[src/rtl/bin_to_bcd_seq_if.sv]
// Avalon-MM write/read slave bundle for the binary-to-BCD converter.
// The master drives the strobes and data, and the slave returns readdata.
interface bin_to_bcd_seq_if #(
  parameter int BIN_W = 16
);
  logic             write;
  logic [BIN_W-1:0] writedata;
  logic             read;
  logic [31:0]      readdata;

  modport master (output write, output writedata, output read, input readdata);
  modport slave  (input write, input writedata, input read, output readdata);
endinterface

[src/rtl/bin_to_bcd_seq.sv]
// Sequential double-dabble binary-to-BCD converter with an Avalon-MM slave front end.
// The converter shifts one bit per clock and publishes packed BCD digits with a one-cycle strobe.
module bin_to_bcd_seq #(
  parameter int BIN_W  = 16,
  parameter int DIGITS = 5
) (
  input  logic                  clk,
  input  logic                  reset,
  bin_to_bcd_seq_if.slave       bus,
  output logic [4*DIGITS-1:0]   bcd_out,
  output logic                  digit_write,
  output logic                  busy
);

  localparam int BCD_W = 4 * DIGITS;
  localparam int CNT_W = $clog2(BIN_W + 1);

  function automatic longint unsigned pow10(input int n);
    longint unsigned r;
    r = 1;
    for (int i = 0; i < n; i++) r = r * 10;
    return r;
  endfunction

  if (BIN_W < 4 || BIN_W > 20) begin : g_bad_bin_w
    $error("bin_to_bcd_seq: BIN_W must be in 4..20");
  end
  if (pow10(DIGITS) <= ((64'd1 << BIN_W) - 64'd1)) begin : g_bad_digits
    $error("bin_to_bcd_seq: DIGITS too small for BIN_W");
  end
  if (BCD_W > 30) begin : g_bad_readdata
    $error("bin_to_bcd_seq: BCD result does not fit below the status bits");
  end

  typedef enum logic [1:0] {IDLE, SHIFT, DONE} state_e;

  state_e             state_q, state_d;
  logic [BIN_W-1:0]   bin_sr_q, bin_sr_d;
  logic [BCD_W-1:0]   bcd_sr_q, bcd_sr_d;
  logic [CNT_W-1:0]   count_q, count_d;
  logic [BCD_W-1:0]   bcd_out_q, bcd_out_d;
  logic               overrun_q, overrun_d;
  logic [BCD_W-1:0]   bcd_adj;
  logic [3:0]         digit;
  logic               accept;
  logic [31:0]        readdata;

  // Add-3 correction applied to every digit before the shift.
  always_comb begin
    bcd_adj = '0;
    digit   = '0;
    for (int k = 0; k < DIGITS; k++) begin
      digit = bcd_sr_q[4*k +: 4];
      bcd_adj[4*k +: 4] = (digit >= 4'd5) ? digit + 4'd3 : digit;
    end
  end

  assign accept = bus.write && (state_q == IDLE || state_q == DONE);

  always_comb begin
    state_d   = state_q;
    bin_sr_d  = bin_sr_q;
    bcd_sr_d  = bcd_sr_q;
    count_d   = count_q;
    bcd_out_d = bcd_out_q;
    case (state_q)
      IDLE, DONE: begin
        state_d = IDLE;
        if (accept) begin
          bin_sr_d = bus.writedata;
          bcd_sr_d = '0;
          count_d  = CNT_W'(BIN_W);
          state_d  = SHIFT;
        end
      end
      SHIFT: begin
        bcd_sr_d = {bcd_adj[BCD_W-2:0], bin_sr_q[BIN_W-1]};
        bin_sr_d = {bin_sr_q[BIN_W-2:0], 1'b0};
        count_d  = count_q - CNT_W'(1);
        if (count_q == CNT_W'(1)) begin
          state_d   = DONE;
          bcd_out_d = {bcd_adj[BCD_W-2:0], bin_sr_q[BIN_W-1]};
        end
      end
      default: state_d = IDLE;
    endcase
  end

  // A write landing mid-conversion beats a same-cycle read clear.
  always_comb begin
    overrun_d = overrun_q;
    if (bus.read) overrun_d = 1'b0;
    if (bus.write && state_q == SHIFT) overrun_d = 1'b1;
  end

  always_ff @(posedge clk or negedge reset) begin
    if (!reset) begin
      state_q   <= IDLE;
      bin_sr_q  <= '0;
      bcd_sr_q  <= '0;
      count_q   <= '0;
      bcd_out_q <= '0;
      overrun_q <= 1'b0;
    end else begin
      state_q   <= state_d;
      bin_sr_q  <= bin_sr_d;
      bcd_sr_q  <= bcd_sr_d;
      count_q   <= count_d;
      bcd_out_q <= bcd_out_d;
      overrun_q <= overrun_d;
    end
  end

  always_comb begin
    readdata            = '0;
    readdata[BCD_W-1:0] = bcd_out_q;
    readdata[30]        = overrun_q;
    readdata[31]        = (state_q == SHIFT);
  end

  assign bus.readdata = readdata;
  assign bcd_out      = bcd_out_q;
  assign digit_write  = (state_q == DONE);
  assign busy         = (state_q == SHIFT);

endmodule

[src/flat_wrapper.sv]
// flat-port wrapper written by rule: the top's interface ports become plain ports
module bin_to_bcd_seq_flat 
#(
  parameter int BIN_W  = 16,
  parameter int DIGITS = 5
)
  (clk, reset, bcd_out, digit_write, busy, bus_write, bus_writedata, bus_read, bus_readdata);
  bin_to_bcd_seq_if #(.BIN_W(BIN_W)) bus_i ();
  input  logic clk;
  input  logic reset;
  output logic [4*DIGITS-1:0] bcd_out;
  output logic digit_write;
  output logic busy;
  input wire logic [$bits(bus_i.write)-1:0] bus_write;
  input wire logic [$bits(bus_i.writedata)-1:0] bus_writedata;
  input wire logic [$bits(bus_i.read)-1:0] bus_read;
  output wire logic [$bits(bus_i.readdata)-1:0] bus_readdata;
  assign bus_i.write = bus_write;
  assign bus_i.writedata = bus_writedata;
  assign bus_i.read = bus_read;
  assign bus_readdata = bus_i.readdata;
  bin_to_bcd_seq #(.BIN_W(BIN_W), .DIGITS(DIGITS)) u_core (.clk(clk), .reset(reset), .bus(bus_i), .bcd_out(bcd_out), .digit_write(digit_write), .busy(busy));
endmodule
[config.mk]
export PLATFORM = sky130hd
export DESIGN_NAME = bin_to_bcd_seq_flat
export DESIGN_NICKNAME = d
export VERILOG_FILES = /design/src/rtl/bin_to_bcd_seq_if.sv /design/src/rtl/bin_to_bcd_seq.sv /design/src/flat_wrapper.sv
export SDC_FILE = /design/constraint.sdc
export NUM_CORES = 1
export LEC_CHECK = 0
export ABC_AREA = 1
export CORE_ASPECT_RATIO = 0.8
export CORE_UTILIZATION = 55
export DETAILED_ROUTE_END_ITERATION = 10
export PLACE_DENSITY = 0.86
export SETUP_SLACK_MARGIN = 0.02
export SKIP_LAST_GASP = 1
export SLEW_MARGIN = 40
export SYNTH_ARGS = -nofsm -noshare
export SYNTH_HDL_FRONTEND = slang
export SYNTH_SLANG_ARGS = --single-unit
[constraint.sdc]
create_clock -name clk -period 3.1 [get_ports clk]
set_clock_uncertainty 0.1 [all_clocks]
set_input_delay 0.62 -clock clk [delete_from_list [all_inputs] [get_ports clk]]
set_output_delay 0.62 -clock clk [all_outputs]
set_load 0.01 [all_outputs]
* Yosys cells after proc, flatten, opt, wreduce, memory -nomap -nowiden *
Cells that the tools add are included.

storage, ports and cells
  bits in registers = 64
  input port bits = 20
  output and inout port bits = 54
  word-level logic and storage cells = 47

cells by class
  $add $sub $neg = 6
  order comparisons = 5
  equality and inequality tests = 5
  reduce and logical (&&, ||, !) cells = 9
  multiplexer cells = 16

operators by type and width
  kind                   count
  $pmux W20 S2           1
  $pmux W16 S2           1
  $ge A4 B3 Y1 const B   5
  $mux W20               1
  $add A4 B2 Y4 const B  4
  $mux W16               1
  $mux W4                4
  $pmux W5 S2            1
  $eq A5 B1 Y1 const B   1
  $mux W5                1
  $sub A5 B1 Y5 const B  1
  $ne A2 B1 Y1 const B   2
  $pmux W2 S2            1
  $reduce_and A2 Y1      2
  $reduce_bool A2 Y1     2
  $add A3 B2 Y3 const B  1
  $mux W1                3
  $mux W3                1
  $eq A2 B1 Y1 const B   1
  $eq A2 B2 Y1 const B   1
  $logic_and A1 B1 Y1    2
  $logic_not A2 Y1       1
  $mux W2                1
  $reduce_or A2 Y1       1
  $logic_or A1 B1 Y1     1

* Logic depth before layout (Yosys ltp) *
Gate-level depths: netlist of the first run.

  depth in word-level cells = 5
  gate-level depth with buffers = 9

* Worst setup path before layout of the first run *
OpenSTA, ideal clock, no wires.

  path type = register -> output
  start point = reg u_core.state_q[1]
  end point = out bus_readdata[31]
  path slack = 1.475 ns
  cell stages (with the launch flop) = 4
  required time = 2.380 ns
  path buffers = 2
  data arrival time = 0.905 ns
  cells stage by stage = dfrtp_1 -> nor2_4 -> buf_2 -> buf_4

between the ends
  cells in the longest elaborated chain, start to end = 1

ends and longest elaborated chain
  element                 line                   RTL
  from (decl)             bin_to_bcd_seq.sv:37   state_e state_q, state_d;
  from (signal assigned)  bin_to_bcd_seq.sv:105  state_q <= state_d;
  $eq A2 B1 Y1            --
  to (decl)               flat_wrapper.sv:17     output wire logic [$bits(bus_i.readdata)-1:0] bus_readdata;

Every way passes these cells.

* Final worst setup path of the first run *
  start point = reg u_core.state_q[1]
  end point = out digit_write

between the ends
  cells in the longest elaborated chain, start to end = 1

ends and longest elaborated chain
  element       line                   RTL
  $eq A2 B2 Y1  bin_to_bcd_seq.sv:123  assign digit_write = (state_q == DONE);
  to (decl)     flat_wrapper.sv:12     output logic digit_write;

Every way passes these cells.

==> results by stage, run 1 <==
Die:
- After floorplanning, the core was divided into 25 placement rows.
- The starting density of the core is 0.570.
- The placeable core region is between 5000 and 6000 µm².
- Measured along the y axis, the die boundary spans 71.8 µm.
- Measured along the x axis, the die boundary spans around 89 µm.
- The floorplan die area is between 6000 and 7000 µm².
- The number of top-level pins is 74.

Cells and area:
- Of the cells placed in the final design, the portion with a size suffix greater than 1 is 0.0538.
- After the last flow step, the layout net total stands at 494.
- The leading cell type in the layout, fill and taps excluded is nand2_1.
- Leaving out fill and tap cells, the most frequent cells in the layout are 164 x nand2_1, 64 x dfrtp_1, 62 x clkdlybuf4s50_1, 53 x nand3_1, 32 x inv_1.
- The layout overhead on the synthesized area is 19.7%.
- The count of inserted antenna diode cells is 0.

CTS:
- The total number of clock tree sinks is 64.
- The deepest clock path buffer count is 2.
- Clock tree synthesis inserted a total of 9 buffers.
- The number of setup buffers added after CTS is 0.
- The CTS root buffer is clkbuf_8.
- Gates resized during post-CTS repair numbered 0.
- The clock network latency to the later pin of the worst-skew pair is 0.33 ns.
- The clock tree synthesis step divided the H-tree into 3 levels.
- TritonCTS built the clock tree.
- For this design, the CTS-stage hold fixing added 0 buffers.
- Clock-pin slew was measured on the worst setup and hold paths at ~0.060 ns.

Route:
- Using the TritonRoute via totals, the vias-per-cell ratio works out to 5.16.
- In the final routed layout, each cell accounts on average for 12.0 µm.
- In the routed design, unresolved DRC markers number 0.
- Summing over every cut layer, the via total after detailed routing is between 2,000 and 3,000.
- The routed design has 6580 µm of wire.
- The DRC violation total after the first TritonRoute iteration is roughly 240.
- The detailed-router iteration count before antenna repair is 5.
- The detail route stage leaves a number of antenna-violating nets equal to 0.

Setup path:
- The critical path endpoint category is an output pin.
- On the worst path, the slowest cell contributes a delay of 0.56 ns.
- At the worst endpoint, the arrival time is around 1.4 ns.
- The slowest cell on the critical path is clkdlybuf4s50_1.
- Traced cell by cell, the critical path runs through inv_1, nor2_1, clkdlybuf4s50_1.
- For the worst setup path, the data required time is about 2.4 ns.
- The maximum fanout encountered on the critical timing path is 2.
- The critical path is of the flip-flop to output pin type.
- The critical path launch point type is a flip-flop.

Yosys:
- A synthesized cell averages between 8 and 9 µm².
- After synthesis, the largest family of logic cells by area is simple AND/OR/NAND/NOR gates.
- Of the synthesized area, sequential elements account for 0.478.
- The mux contribution to synthesized area is 0.
- The number of flip-flops and latches in the synthesized netlist is between 60 and 70.
- Of the total synthesized cell area, the portion taken by XOR and XNOR cells is 0.
- Of the total synthesized cell area, the portion taken by full adders, half adders and majority gates is 0.0448.
- The number of standard cells after synthesis is about 420.
- The synthesized cell area is 3350 µm².
- The number of library cell types mapped by synthesis is 22.
- The area fraction of the dominant cell type after synthesis is 0.478.
- After synthesis, the cell types taking the most area are dfrtp_1 48%, nand2_1 18%, nand3_1 7.9%, buf_4 7.6%, ha_1 4.5%.
- Summed over all instances, the cell type with the most area after synthesis is dfrtp_1.
- During synthesis, Yosys emitted a total of 0 warnings.
- The synthesized-area fraction occupied by ao, oa, aoi and oai cells is 0.0467.
- The share of synthesized cell area in and, or, nand and nor gates is 0.300.

STA:
- For this run, the top clock speed supported by timing is around 460 MHz.
- The tightest slew margin relative to the limit is 0.595.
- The transition time of the tightest slew-check pin is around 0.61 ns.
- The number of pins exceeding their max-slew limit in the final report came to 0.
- The final setup violation count is 0.
- The final number of hold-violating endpoints is 0.
- Setup repair after global routing left no endpoint under its margin.
- Dividing the final minimum period by the clock period gives 0.696.
- The aggregate negative setup slack is 0 ns.
- Across all setup checks in the final design, the least slack found is approximately 0.94 ns.
- The minimum period implied by the final worst setup slack is approximately 2.2 ns.

Global route:
- The maximum number of pins on one net before global-route repair is between 40 and 50.
- The via count of the first global-routing pass is approximately 2,600.
- The initial antenna violation count was 0.
- After global routing the overflow that remains totals 0.
- The total global routing track utilization is 0.227.
- The first-pass GRT wire length is 11,000 µm.

Placement:
- The worst-case setup slack after placement is 0.690 ns.
- The count of input and output buffers is between 60 and 70.
- The HPWL after detailed placement is between 4000 and 5000 µm.
- The final weighted congestion in routability-driven placement is ~0.81.

Flow run:
- Across the run, the number of max-cap violations was 0.

Power:
- Total power for the finished layout comes to between 4000 and 5000 µW.
- The reported leakage power is between 0.002 and 0.0025 µW.
- The peak supply drop is between 0.3 and 0.4 mV.
- The power density over cell area is 1080 nW/µm².

Outcome:
- The run finished with clean final reports.

Hold path:
- The worst hold path belongs to the class primary input to async pin.
-- power by group --
part	internal [µW]	leakage, µW	switching, µW
Combinational	939	0.00116	1230
Clock	348	0.0000886	289
Sequential	1230	0.000792	285
Total	2520	0.00204	1810
-- critical path, delay by kind of cell, from the launching register on --
| kind | cells | cell delay, ns |
|---|---|---|
| buffers and inverters | 2 | 0.63 |
| AND/OR/NAND/NOR | 1 | 0.09 |
| flip-flops | 1 | 0.39 |
-- cells by family after synthesis --
| family | after synthesis |
|---|---|
| fa+ha+maj | 12 |
| flops | 64 |
| compound gates | 28 |
| buf+inv | 78 |
| other cells | 1 |
| simple gates | 235 |
-- synth_stat cells (all sizes together) --
| master | count |
|---|---|
| o22ai | 3 |
| ha | 12 |
| nand3 | 53 |
| nand2 | 166 |
| nand4 | 10 |
| a21boi | 3 |
| inv | 35 |
| buf | 43 |
| conb | 1 |
| o21ai | 20 |
| dfrtp | 64 |
| o211ai | 2 |
| nor2 | 6 |
-- layer usage --
| layer | vias up | share of wire | routed length, µm | track usage |
|---|---|---|---|---|
| li1 | 1383 | - | - | - |
| met2 | 101 | 0.48 | 3150 | 0.372 |
| met1 | 1319 | 0.43 | 2830 | 0.285 |
| met4 | 0 | 0.018 | 117 | 0.0829 |
| met3 | 16 | 0.071 | 469 | 0.0691 |
| met5 | - | 0 | 0 | 0 |
-- per-stage QoR --
step	cells	utilization	hold slack [ns]	instance area (µm²)
after global routing	546	0.682	0.240	4010
after floorplan	427	-	0.224	3390
after CTS	546	0.682	0.211	4010
after detailed placement	532	0.653	0.370	3840
after global placement	532	0.653	0.363	3840
final	546	0.682	0.191	4010
-- area by class of cell --
cell class / instances / area, µm²
repair buffers: 67 / 656
inverters: 35 / 131
clock buffers: 14 / 173
well taps: 81 / 101
flip-flops and latches: 64 / 1600
fillers: 468 / 1870
multi-input cells: 285 / 1350
-- sequential cells by signal, summed over array words and instances (netlist names) --
signal and flops:
u_core.state_q 2, u_core.overrun_q 1, u_core.count_q 5, u_core.bin_sr_q 16, u_core.bcd_sr_q 20, u_core.bcd_out 20
-- worst paths after layout --
kind | from | end | slack (ns) | depth (start not counted)
setup / recovery | u_core.state_q[1]$_DFFE_PN0P_ | digit_write | 0.94 | 3
setup reg to reg | u_core.state_q[1]$_DFFE_PN0P_ | u_core.bin_sr_q[12]$_DFFE_PN0P_ | 1.27 | 6
min in group clk | u_core.bin_sr_q[11]$_DFFE_PN0P_ | u_core.bin_sr_q[11]$_DFFE_PN0P_ | 0.38 | 2
hold / removal | reset | u_core.bcd_out[18]$_DFFE_PN0P_ | 0.19 | 1
max in group asynchronous | reset | u_core.state_q[1]$_DFFE_PN0P_ | 2.00 | 2
hold reg to reg | u_core.bin_sr_q[11]$_DFFE_PN0P_ | u_core.bin_sr_q[11]$_DFFE_PN0P_ | 0.38 | 2
Power figures use the tool's default switching activity.
==> run 2, diff against run 1 <==
CORE_UTILIZATION = 51   (was 55)
PLACE_DENSITY = 0.81   (was 0.86)
clock period = 2.1 ns   (was 3.1 ns; I/O delays follow)
==> results by stage, run 2 (synthesis results as in run 1) <==
CTS:
- In this run the clock root is driven by a clkbuf_8.
- The total number of clock tree sinks was 64 (unchanged).
- The number of buffers added for setup after CTS is 0 (unchanged).
- The quantity of hold-fixing buffers added after cts is 1 (+1).
- The number of resized instances in the post-cts repair step is 0 (unchanged).
- The number of H-tree levels is 3 (unchanged).
- The register clock-pin slew on the reported worst setup and hold paths is 0.07 ns (about the same).
- The clock buffer count from CTS is 9 (unchanged).
- The clock network latency to the later pin of the worst-skew pair came to 0.34 ns (about the same).
- The deepest clock path buffer count is 2 (unchanged).
- The clock tree from TritonCTS is done.

Cells and area:
- The fraction of final layout cells sized beyond drive strength 1 is 0.0578 (+0.00405).
- The number of nets in the layout was 495 (+0.20%).
- The number of inserted filler cells in the final layout is 570 (+22%).
- Compared with the post-synthesis result, the final layout area differs by 20.9%.
- The library cells used most frequently in the layout, excluding fill and tap cells, are 164 x nand2_1, 64 x dfrtp_1, 62 x clkdlybuf4s50_1, 53 x nand3_1, 32 x inv_1.
- The leading cell type in the layout, fill and taps excluded is nand2_1.
- The count of inserted antenna diode cells came to 0 (unchanged).
- The number of standard cells in the layout, taps in and fillers out came to 551 (+0.92%).

Setup path:
- The maximum fanout encountered on the critical timing path is 3 (+1).
- The signal on the critical path passes through inv_2, nor2_4, clkdlybuf4s50_1.
- The number of buffer and inverter instances along the worst setup path came to 2 (unchanged).
- The critical path launch point type is a flip-flop.
- The arrival time of data at the critical path endpoint is 1.45 ns (about the same).
- The worst stage delay on the critical path came to 0.55 ns (about the same).
- The data required time of the critical path is 1.58 ns (-0.80 ns).
- STA classifies the critical path endpoint as an output pin.
- Among cell families on the critical path, the largest total delay comes from buffers and inverters.
- The kind of critical path is flip-flop to output pin.
- The slowest cell on the critical path is clkdlybuf4s50_1.

Die:
- The placeable core region is 6380 µm² (+8.4%).
- The die height was 74.5 µm (+3.7%).
- The floorplan die area was 6900 µm² (+7.6%).
- The site row count is 26 (+4.0%).
- The width of the die is 92.6 µm (+3.8%).
- The starting density of the core is 0.526 (-0.0443).
- The number of top-level pins is 74 (unchanged).

STA:
- Setup repair after global routing left no endpoint under its margin.
- The final setup violation count came to 0 (unchanged).
- The post-layout worst setup margin is 0.133 ns (-0.810 ns).
- The final number of hold-violating endpoints is 0 (unchanged).
- Of the available clock period, the critical path in the final layout requires 0.937.
- The minimum period implied by the final worst setup slack is 1.97 ns.
- The number of pins exceeding their max-slew limit in the final report was 0 (unchanged).
- The aggregate negative setup slack is 0 ns (unchanged).
- Static timing analysis puts the maximum clock frequency at between 500 and 600 MHz.

Flow run:
- The number of max-cap violations is 0 (unchanged).

Route:
- The detailed-router iteration count before antenna repair is 4 (-1).
- The final antenna-violating net count is 0 (unchanged).
- The total number of vias is 2,830 (+0.39%).
- The DRC violation count after routing came to 0 (unchanged).
- The DRC violation total after the first TritonRoute iteration was 294 (+25%).
- The mean number of vias per cell is 5.14 (-0.52%).
- The total detailed-routing wirelength is 6990 µm (+6.4%).
- The average wire per cell in the routed design was 12.7 µm (+5.4%).

Hold path:
- The worst hold path belongs to the class flip-flop to flip-flop.

Global route:
- The initial antenna violation count was 0 (unchanged).
- The total congestion overflow after global routing is 0 (unchanged).
- The first-pass GRT wire length is 12,100 µm (+10%).
- The total global routing track utilization came to 0.228 (+0.000646).
- The via count of the first global-routing pass is 2,721 (+6.0%).
- The maximum number of pins on one net before global-route repair is 65 (+55%).

Power:
- The reported leakage power was 0.00205 µW (+0.92%).
- The power density over cell area is 1610 nW/µm² (+49%).
- The peak supply drop is 0.613 mV (+57%).

Placement:
- The worst-case setup slack after placement is 0.188 ns (-0.502 ns).
- The total instance count after detailed placement is 535 (+0.56%).
- The final weighted congestion in routability-driven placement is 0.828 (+2.0%).
- The count of input and output buffers is 63 (unchanged).
- The HPWL after detailed placement was 4860 µm (+3.3%).

Outcome:
- The run finished with clean final reports.
## run 2: where the power goes
part	internal, µW	switching [µW]	total, µW
Clock	568	454	1020
Combinational	1400	1840	3240
Sequential	1810	432	2240
Total	3780	2730	6510
## run 2: layer usage
layer / GRT usage / vias to the layer above / wire (µm)
li1: - / 1387 / -
met1: 0.275 / 1329 / 3060
met2: 0.380 / 102 / 3450
met3: 0.0767 / 12 / 393
met4: 0.0957 / 0 / 98
met5: 0 / - / 0
## run 2: stage by stage
stage | utilization | cell area (µm²) | power, µW | hold slack, ns
after global placement | 0.605 | 3850 | 5290 | 0.360
after global routing | 0.635 | 4050 | 7100 | 0.405
final | 0.635 | 4050 | 6510 | 0.383
after CTS | 0.635 | 4050 | 6540 | 0.386
after detailed placement | 0.605 | 3850 | 5480 | 0.364
after floorplan | - | 3390 | 4460 | 0.0244
## run 2: tightest hold or removal path, stage by stage (launching register included)
cell	delay [ns]
dfrtp_1	0.34
nand2_1	0.05
nand2_1	0.06
## run 2: worst paths after layout
check | from | to | slack (ns) | cells past startpoint
min in group asynchronous | reset | u_core.state_q[0]$_DFFE_PN0P_ | 0.50 | 3
max reg2reg | u_core.state_q[0]$_DFFE_PN0P_ | u_core.bcd_out[2]$_DFFE_PN0P_ | 0.32 | 7
max in group asynchronous | reset | u_core.bcd_out[7]$_DFFE_PN0P_ | 1.09 | 3
min reg2reg | u_core.bcd_sr_q[17]$_DFFE_PN0P_ | u_core.bcd_sr_q[17]$_DFFE_PN0P_ | 0.38 | 2
min | u_core.bcd_sr_q[17]$_DFFE_PN0P_ | u_core.bcd_sr_q[17]$_DFFE_PN0P_ | 0.38 | 2
max | u_core.state_q[0]$_DFFE_PN0P_ | bus_readdata[31] | 0.13 | 3
## run 2: layout make-up
cell class | count | area (µm²) | share of cell area
multi-input cells | 285 | 1350 | 0.333
clock buffers | 11 | 141 | 0.0349
flip-flops and latches | 64 | 1600 | 0.395
inverters | 35 | 131 | 0.0324
clock inverters | 4 | 45.0 | 0.0111
well taps | 84 | 105 | 0.0259
repair buffers | 68 | 678 | 0.167
